==> src/rtl/iosf_cfg_fifo_pkg.sv <==
// Shared helpers for the IOSF config single-clock FIFO.
// Sizing functions, default count type, parity (IOSF_CFG_SC_FIFO_PARITY_EN).
package iosf_cfg_fifo_pkg;

  localparam int unsigned PAR_MAX_W = 1024;
  localparam int unsigned DEF_DEPTH = 16;
  localparam int unsigned DEF_CNT_W = $clog2(DEF_DEPTH) + 1;

  typedef logic [DEF_CNT_W-1:0] cnt_t;

  function automatic int unsigned addr_w(input int unsigned depth);
    return $clog2(depth);
  endfunction

  function automatic int unsigned cnt_w(input int unsigned depth);
    return $clog2(depth) + 1;
  endfunction

  // Zero padding leaves the XOR reduction unchanged.
  function automatic logic even_par(input logic [PAR_MAX_W-1:0] d);
    return ^d;
  endfunction

endpackage

==> src/rtl/iosf_cfg_fifo_ram.sv <==
// Simple dual-port RAM, one write and one registered read port on clk.
// Read port forwards same-cycle write data so look-ahead reads see it.
module iosf_cfg_fifo_ram
  import iosf_cfg_fifo_pkg::*;
#(
  parameter int unsigned W  = 145,
  parameter int unsigned D  = 16,
  parameter int unsigned AW = addr_w(D)
) (
  input  logic          clk,
  input  logic          aclr,
  input  logic          sclr,
  input  logic          we_i,
  input  logic [AW-1:0] waddr_i,
  input  logic [W-1:0]  wdata_i,
  input  logic          re_i,
  input  logic [AW-1:0] raddr_i,
  output logic [W-1:0]  rdata_o
);

  logic [W-1:0] mem_q [D];
  logic [W-1:0] rdata_q;

  // Storage array, no reset: contents are discarded via the pointers.
  always_ff @(posedge clk) begin
    if (we_i) mem_q[waddr_i] <= wdata_i;
  end

  // Registered read with write-to-read forwarding.
  always_ff @(posedge clk or posedge aclr) begin
    if (aclr) begin
      rdata_q <= '0;
    end else if (sclr) begin
      rdata_q <= '0;
    end else if (re_i) begin
      rdata_q <= (we_i && (waddr_i == raddr_i)) ? wdata_i
                                                : mem_q[raddr_i];
    end
  end

  assign rdata_o = rdata_q;

endmodule

==> src/rtl/iosf_cfg_sc_fifo.sv <==
// Single-clock FIFO between IOSF sideband RX and config registers.
// Optional per-entry parity via IOSF_CFG_SC_FIFO_PARITY_EN.
module iosf_cfg_sc_fifo
  import iosf_cfg_fifo_pkg::*;
#(
  parameter int unsigned WIDTH         = 144,
  parameter int unsigned DEPTH         = 16,
  parameter int unsigned SHOWAHEAD     = 1,
  parameter int unsigned AFULL_THRESH  = DEPTH - 2,
  parameter int unsigned AEMPTY_THRESH = 1
) (
  input  logic                       clk,
  input  logic                       aclr,
  input  logic                       sclr,
  input  logic [WIDTH-1:0]           data,
  input  logic                       wrreq,
  input  logic                       rdreq,
  input  logic                       clr_err,
  output logic [WIDTH-1:0]           q,
  output logic                       rdempty,
  output logic                       wrfull,
  output logic                       almost_full,
  output logic                       almost_empty,
  output logic [$clog2(DEPTH):0]     usedw,
  output logic                       overflow,
  output logic                       underflow
`ifdef IOSF_CFG_SC_FIFO_PARITY_EN
  ,
  output logic                       parity_err
`endif
);

  localparam int unsigned AW = addr_w(DEPTH);
  localparam int unsigned CW = cnt_w(DEPTH);
`ifdef IOSF_CFG_SC_FIFO_PARITY_EN
  localparam int unsigned MW = WIDTH + 1;
`else
  localparam int unsigned MW = WIDTH;
`endif

  logic [AW-1:0] wr_ptr_q, wr_ptr_d;
  logic [AW-1:0] rd_ptr_q, rd_ptr_d;
  logic [AW-1:0] rd_ptr_nxt;
  logic [CW-1:0] usedw_q, usedw_d, cnt_nxt;
  logic          empty_q, empty_d;
  logic          full_q, full_d;
  logic          afull_q, afull_d;
  logic          aempty_q, aempty_d;
  logic          ovf_q, ovf_d;
  logic          unf_q, unf_d;
  logic          wr_acc, rd_acc;
  logic          ram_re;
  logic [AW-1:0] ram_raddr;
  logic [MW-1:0] ram_wdata, ram_rdata;

  // Accept decisions, next pointers/count, flags and RAM read control.
  always_comb begin
    wr_acc     = wrreq && !full_q;
    rd_acc     = rdreq && !empty_q;
    rd_ptr_nxt = rd_ptr_q + AW'(rd_acc);
    cnt_nxt    = usedw_q + CW'(wr_acc) - CW'(rd_acc);
    wr_ptr_d   = wr_ptr_q + AW'(wr_acc);
    rd_ptr_d   = rd_ptr_nxt;
    usedw_d    = cnt_nxt;
    ovf_d      = (wrreq && full_q) || (ovf_q && !clr_err);
    unf_d      = (rdreq && empty_q) || (unf_q && !clr_err);
    if (sclr) begin
      wr_ptr_d = '0;
      rd_ptr_d = '0;
      usedw_d  = '0;
      ovf_d    = 1'b0;
      unf_d    = 1'b0;
    end
    empty_d  = (usedw_d == '0);
    full_d   = (usedw_d == CW'(DEPTH));
    afull_d  = (usedw_d >= CW'(AFULL_THRESH));
    aempty_d = (usedw_d <= CW'(AEMPTY_THRESH));
    // Show-ahead reloads q only when the head changes.
    if (SHOWAHEAD != 0) begin
      ram_re    = (rd_acc || empty_q) && (cnt_nxt != '0);
      ram_raddr = rd_ptr_nxt;
    end else begin
      ram_re    = rd_acc;
      ram_raddr = rd_ptr_q;
    end
  end

  // Control state: pointers, count, registered flags, sticky errors.
  always_ff @(posedge clk or posedge aclr) begin
    if (aclr) begin
      wr_ptr_q <= '0;
      rd_ptr_q <= '0;
      usedw_q  <= '0;
      empty_q  <= 1'b1;
      full_q   <= 1'b0;
      afull_q  <= 1'b0;
      aempty_q <= 1'b1;
      ovf_q    <= 1'b0;
      unf_q    <= 1'b0;
    end else begin
      wr_ptr_q <= wr_ptr_d;
      rd_ptr_q <= rd_ptr_d;
      usedw_q  <= usedw_d;
      empty_q  <= empty_d;
      full_q   <= full_d;
      afull_q  <= afull_d;
      aempty_q <= aempty_d;
      ovf_q    <= ovf_d;
      unf_q    <= unf_d;
    end
  end

`ifdef IOSF_CFG_SC_FIFO_PARITY_EN
  logic wr_par;
  logic chk_q;

  assign wr_par    = even_par(PAR_MAX_W'(data));
  assign ram_wdata = {wr_par, data};

  // Marks the cycle a freshly loaded word sits on q.
  always_ff @(posedge clk or posedge aclr) begin
    if (aclr) chk_q <= 1'b0;
    else      chk_q <= ram_re && !sclr;
  end

  assign parity_err = chk_q && (^ram_rdata);
`else
  assign ram_wdata = data;
`endif

  iosf_cfg_fifo_ram #(
    .W  (MW),
    .D  (DEPTH),
    .AW (AW)
  ) u_ram (
    .clk     (clk),
    .aclr    (aclr),
    .sclr    (sclr),
    .we_i    (wr_acc),
    .waddr_i (wr_ptr_q),
    .wdata_i (ram_wdata),
    .re_i    (ram_re),
    .raddr_i (ram_raddr),
    .rdata_o (ram_rdata)
  );

  assign q            = ram_rdata[WIDTH-1:0];
  assign rdempty      = empty_q;
  assign wrfull       = full_q;
  assign almost_full  = afull_q;
  assign almost_empty = aempty_q;
  assign usedw        = usedw_q;
  assign overflow     = ovf_q;
  assign underflow    = unf_q;

endmodule

==> config.mk <==
export PLATFORM = sky130hd
export DESIGN_NAME = iosf_cfg_sc_fifo
export DESIGN_NICKNAME = d
export VERILOG_FILES = /design/src/rtl/iosf_cfg_fifo_pkg.sv /design/src/rtl/iosf_cfg_fifo_ram.sv /design/src/rtl/iosf_cfg_sc_fifo.sv
export SDC_FILE = /design/constraint.sdc
export NUM_CORES = 2
export LEC_CHECK = 0
export ABC_AREA = 1
export CAP_MARGIN = 20
export CORE_ASPECT_RATIO = 0.8
export CORE_MARGIN = 2
export CORE_UTILIZATION = 53
export DETAILED_ROUTE_END_ITERATION = 16
export PLACE_DENSITY = 0.81
export SLEW_MARGIN = 20
export SYNTH_ARGS = -nofsm -noshare
export SYNTH_HDL_FRONTEND = slang
export SYNTH_SLANG_ARGS = --single-unit
==> constraint.sdc <==
create_clock -name clk -period 8.53 [get_ports clk]
set_input_delay 0.853 -clock clk [delete_from_list [all_inputs] [get_ports clk]]
set_output_delay 0.853 -clock clk [all_outputs]
set_load 0.02 [all_outputs]
# Word level (Yosys, flattened, before mapping)
# Memory sizes are Yosys's and may differ from the RTL's.
# Cells that the tools add are included.
op_classes:
  add_sub_neg: 4
  n_lt_le_gt_ge: 2
  n_eq_ne: 2
  mux: 10
  reduce_logical: 17
ops:
  columns: ["op", "count"]
  rows:
  - ["2-to-1 mux 144 bit", 3]
  - ["adder 4 x 1 -> 4 bit", 2]
  - ["logical AND 1 bit", 8]
  - ["2-to-1 mux 4 bit", 2]
  - ["adder 5 x 1 -> 5 bit", 1]
  - ["equality test 5 bit, second input constant", 1]
  - ["greater-or-equal comparator 5 x 4 -> 1 bit, second input constant", 1]
  - ["<= comparator 5 x 1 -> 1 bit, second input constant", 1]
  - ["zero test 5 bit", 1]
  - ["2-to-1 mux 5 bit", 1]
  - ["nonzero test 5 bit", 1]
  - ["subtractor 5 x 1 -> 5 bit", 1]
  - ["equality test 4 bit", 1]
  - ["2-to-1 mux 1 bit", 4]
  - ["zero test 1 bit", 3]
  - ["logical OR 1 bit", 3]
  - ["nonzero test 2 bit", 1]
word_totals:
  ff_bits: 163
  ramBits: 2304
  word_cells: 46
  n_memories: 1
memory_table:
  columns: ["memory", "words", "word_bits", "rd", "rd_ports_with_merged_regs", "write_ports", "line_no", "text"]
  rows:
  - ["u_ram.mem_q", 16, 144, 1, 0, 1, "iosf_cfg_fifo_ram.sv:21", "logic [W-1:0] mem_q [D];"]

# Depth between registers and ports, before layout
depth:
  ltp_word: 8
  ltp_mapped: 20
  depth_no_buf: 18

# Hierarchy
# From an unflattened synthesis, not the netlist that was laid out.
unflattened:
  cells_unflattened: 9670
  area_unflattened_um2: 103529.3
modules_own_cells:
  columns: ["module", "instances", "cells_each", "area_per_inst_um2"]
  rows:
  - ["iosf_cfg_fifo_ram", 1, 9551, 102527.1]
  - ["iosf_cfg_sc_fifo", 1, 119, 1002.2]

# Least setup slack after synthesis
# OpenSTA, ideal clock, no wires.
synth_path:
  path_kind: "input to register"
  start: "in wrreq"
  end: "mem u_ram.mem_q[12][0] (netlist name), enable pin"
  setup_ps: 650
  arrival_ps: 7417
  path_slack_ps: 463
  path_stages: 5
  path_cell_list: "inv_1 or2_2 inv_1 nand3_1 nor2_1"
synth_via:
  elab_chain_cells: 3
synth_lines:
  columns: ["element", "line_no", "text"]
  rows:
  - ["start: declaration", "iosf_cfg_sc_fifo.sv:16", "input logic wrreq,"]
  - ["logical AND 1 bit", "iosf_cfg_sc_fifo.sv:58", "wr_acc = wrreq && !full_q;"]
  - ["2-to-1 mux 1 bit", "iosf_cfg_fifo_ram.sv:26", "if (we_i) mem_q[waddr_i] <= wdata_i;"]
  - ["2-to-1 mux 1 bit (not written as such)", "iosf_cfg_fifo_ram.sv:26", null]
  - ["end: declaration", "iosf_cfg_fifo_ram.sv:21", null]
# Every way passes these cells.

# Final worst setup path
layout_path:
  start: "reg empty_q (netlist: rdempty)"
  end: "reg u_ram.rdata_q[36] (netlist: u_ram.rdata_o[36])"
layout_via:
  elab_chain_cells: 8
layout_lines:
  columns: ["element", "line_no", "text"]
  rows:
  - ["start: declaration", "iosf_cfg_sc_fifo.sv:45", "logic empty_q, empty_d;"]
  - ["start signal: assignment", "iosf_cfg_sc_fifo.sv:104", "empty_q <= empty_d;"]
  - ["branches (longest 8 deep; another with memory read (16 x 144 bit))", null, null]
  - ["end signal: assignment", "iosf_cfg_fifo_ram.sv:36", "rdata_q <= (we_i && (waddr_i == raddr_i)) ? wdata_i"]
  - ["end: declaration", "iosf_cfg_fifo_ram.sv:22", "logic [W-1:0] rdata_q;"]
# Parallel ways; which one is timed is not known. The select of a mux whose other input is x is not followed.
# A chain may end at the register's enable or synchronous reset.

==> qor.csv <==
stage,metric,value,unit
sta,hold_ws,0.508,ns
placement,IO Port Bufs,304,
layout,Post-Layout Cell Count,11300,
sta,relative slew slack,21.0,%
logic_synthesis,Seq cells post-synth,2467,
die,# rows,143,
worst_setup_path,CP Data Arrival Time,6.13,ns
logic_synthesis,synth unique cells,29,
detailed_routing,drt via density,6.38,
placement,DP Wirelength,137000,microns
power_and_ir_drop,P per Cell Area,288,mW/mm^2
detailed_routing,DRC,0,
sta,setup TNS,0,ns
cts,"Reg clk slew, reported paths",0.06,ns
detailed_routing,WL/cell,25.4,microns
sta,Final Hold Fails,0,
global_route,global-route wire length before repair,429000,microns
sta,Final Critical Period,5.32,ns
layout,"commonest cells after routing, fill and taps aside","nand3_1, edfxtp_1, nand2_1, nor2_1, clkdlybuf4s50_1",
global_route,initial antenna violation count,46,
power_and_ir_drop,leakage,40.7,nW
cts,clk sinks,2467,
sta,worst clock skew,0.0285,ns
cts,Clock Tree Root,clkbuf_16,
logic_synthesis,post-synth net total,8772,
die,Die Width,492,microns
worst_setup_path,Crit Path Class,reg -> reg,
logic_synthesis,"EDFF count, synth",2304,
detailed_routing,starting DRC count in detailed routing,11500,
logic_synthesis,"Top FF cell, synth",edfxtp_1,
cts,CTS buffer count,234,
layout,fin nets,8732,
worst_setup_path,CP Max Fanout,120,
sta,Final setup viols,0,
cts,H-tree depth,4,
layout,P&R area growth vs syn,12.4,%
global_route,Tot GR Track Use,28.9,%
run_status,status,completed,
die,Initial Util,53.3,%
worst_setup_path,CP endpoint kind,flop,
logic_synthesis,syn_area_per_cell,11.7,sq um
worst_setup_path,WP data required,9.34,ns
layout,"commonest non-fill, non-tap cell in the layout",nand3_1,
cts,Post-CTS Setup Bufs,0,
detailed_routing,drt total wl,288000,microns
detailed_routing,DRT Pass-1 Iters,7,
worst_setup_path,Setup crit start kind,flop,
logic_synthesis,Gate Count Post-Synth,8614,
sta,FMAX,188,MHz
die,IO Pins,305,
job,Max-Cap Viols,0,
sta,crit share post-route,62.4,%
cts,Longest Clk Path Bufs,3,
detailed_routing,Via Count,72300,
worst_hold_path,worst hold path class,reg -> reg,
detailed_routing,post-route ant nets,0,
power_and_ir_drop,maximum vdd drop,204,uV
cts,CTS tree,done,
global_route,vias in the first global route,69800,
sta,RSZ-0062 raised after global routing,no,
die,CORE AREA,0.190,sq mm
die,Die Y,395,microns
global_route,gr ovfl total,0,
placement,Post-Place Cells,10900,
sta,worst-margin pin slew,1.18,ns
layout,layout cells sized above 1,5.55,%
sta,Final Max Tran Viols,0,
placement,Final GP Congestion,0.797,
logic_synthesis,Netlist Area Pre-Place,0.101,sq mm
logic_synthesis,Synth Warn #,0,
logic_synthesis,"Seq/Total Area, Yosys",72.5,%
cts,number of hold buffers added after cts,0,
layout,Fill cells,14000,
cts,Post-CTS Resized,0,
global_route,largest net degree at the start of global routing,209,
cts,clock latency at the later pin of the worst-skew pair,0.88,ns
die,DIE AREA,0.194,sq mm
layout,"Core Util, Final",59.9,%
logic_synthesis,"Async S/R FF share, synth",6.61,%
[flip-flops by register name (all words and copies together) (netlist names)]
register,cells
rdempty,1
wrfull,1
rd_ptr_q,4
wr_ptr_q,4
usedw,5
underflow,1
almost_empty,1
overflow,1
u_ram.mem_q,2304
almost_full,1
u_ram.rdata_o,144
[through the flow]
stage                     cell area (sq um)  total power (W)  setup slack [ns]
after floorplan                      101000           0.0196             0.463
after global placement               106000           0.0221              2.65
after detailed placement             106000           0.0224              2.53
after CTS                            113000           0.0326              3.37
after global routing                 114000           0.0339              2.97
final                                114000           0.0326              3.21
[worst max-delay path, cell delays in order (launching register included)]
cell and delay (ns):
dfstp_2 0.56, inv_2 0.07, nand2_1 0.17, nand2_8 0.54
nand2_4 1.02, buf_4 0.94, buf_4 0.95, nand2_1 0.16
nand3_1 0.12, nand3_1 0.09, nand3_1 0.16, nand2_1 0.07
nand2_1 0.06, nand2_1 0.06, nand2_1 0.06
[area by class of cell]
class	count	area, sq um	share of cell area (%)
flip-flops and latches	2467	73300	64.5
multi-input cells	5434	24900	21.9
clock buffers	324	6530	5.75
repair buffers	408	4340	3.82
well taps	2537	3170	2.80
clock inverters	125	1150	1.02
inverters	29	136	0.120
diodes	14	35.0	0.0309
[per-layer routing]
metal	vias up	share of wire [%]	track usage (%)
met5	-	0.12	0
met4	56	5.2	15.8
met3	848	12	6.48
met2	5278	47	46.1
met1	35000	35	37.0
li1	31100	-	-
[Yosys cell counts (all sizes together), types with 3 or more instances]
library cell / count / area share (%)
nand3: 3323 / 16
edfxtp: 2304 / 68
nand2: 1764 / 6.6
clkbuf: 405 / 1.5
nor2: 320 / 1.2
buf: 279 / 1.4
dfrtp: 161 / 4.0
inv: 28 / 0.10
ha: 7 / 0.087
a21oi: 5 / 0.025
o21ai: 3 / 0.015
[power breakdown]
part | switching [W] | internal (W) | total, W
Sequential | 0.000486 | 0.0138 | 0.0143
Clock | 0.00450 | 0.00586 | 0.0104
Combinational | 0.00554 | 0.00244 | 0.00797
Total | 0.0105 | 0.0221 | 0.0326
[path summary, 6_finish.rpt]
kind | from | endpoint | slack, ns | depth (start not counted)
max | rdempty | u_ram.rdata_o[36] | 3.21 | 14
min | u_ram.rdata_o[124] | u_ram.rdata_o[124] | 0.51 | 2
max reg2reg | rdempty | u_ram.rdata_o[36] | 3.21 | 14
min reg2reg | u_ram.rdata_o[124] | u_ram.rdata_o[124] | 0.51 | 2
max in group asynchronous | aclr | u_ram.rdata_o[1] | 6.63 | 3
min in group asynchronous | aclr | u_ram.rdata_o[19] | 0.54 | 2
[cells by family after synthesis]
group / share of synthesized area, %
xor gates and xnor gates: 0.0347
DFF: 72.5
buffers and inverters: 3.06
and+or+nand+nor: 24.2
AOI/OAI and AO/OA: 0.0557
adders and majority gates: 0.106
No activity file was read; power rests on OpenSTA's default activity.
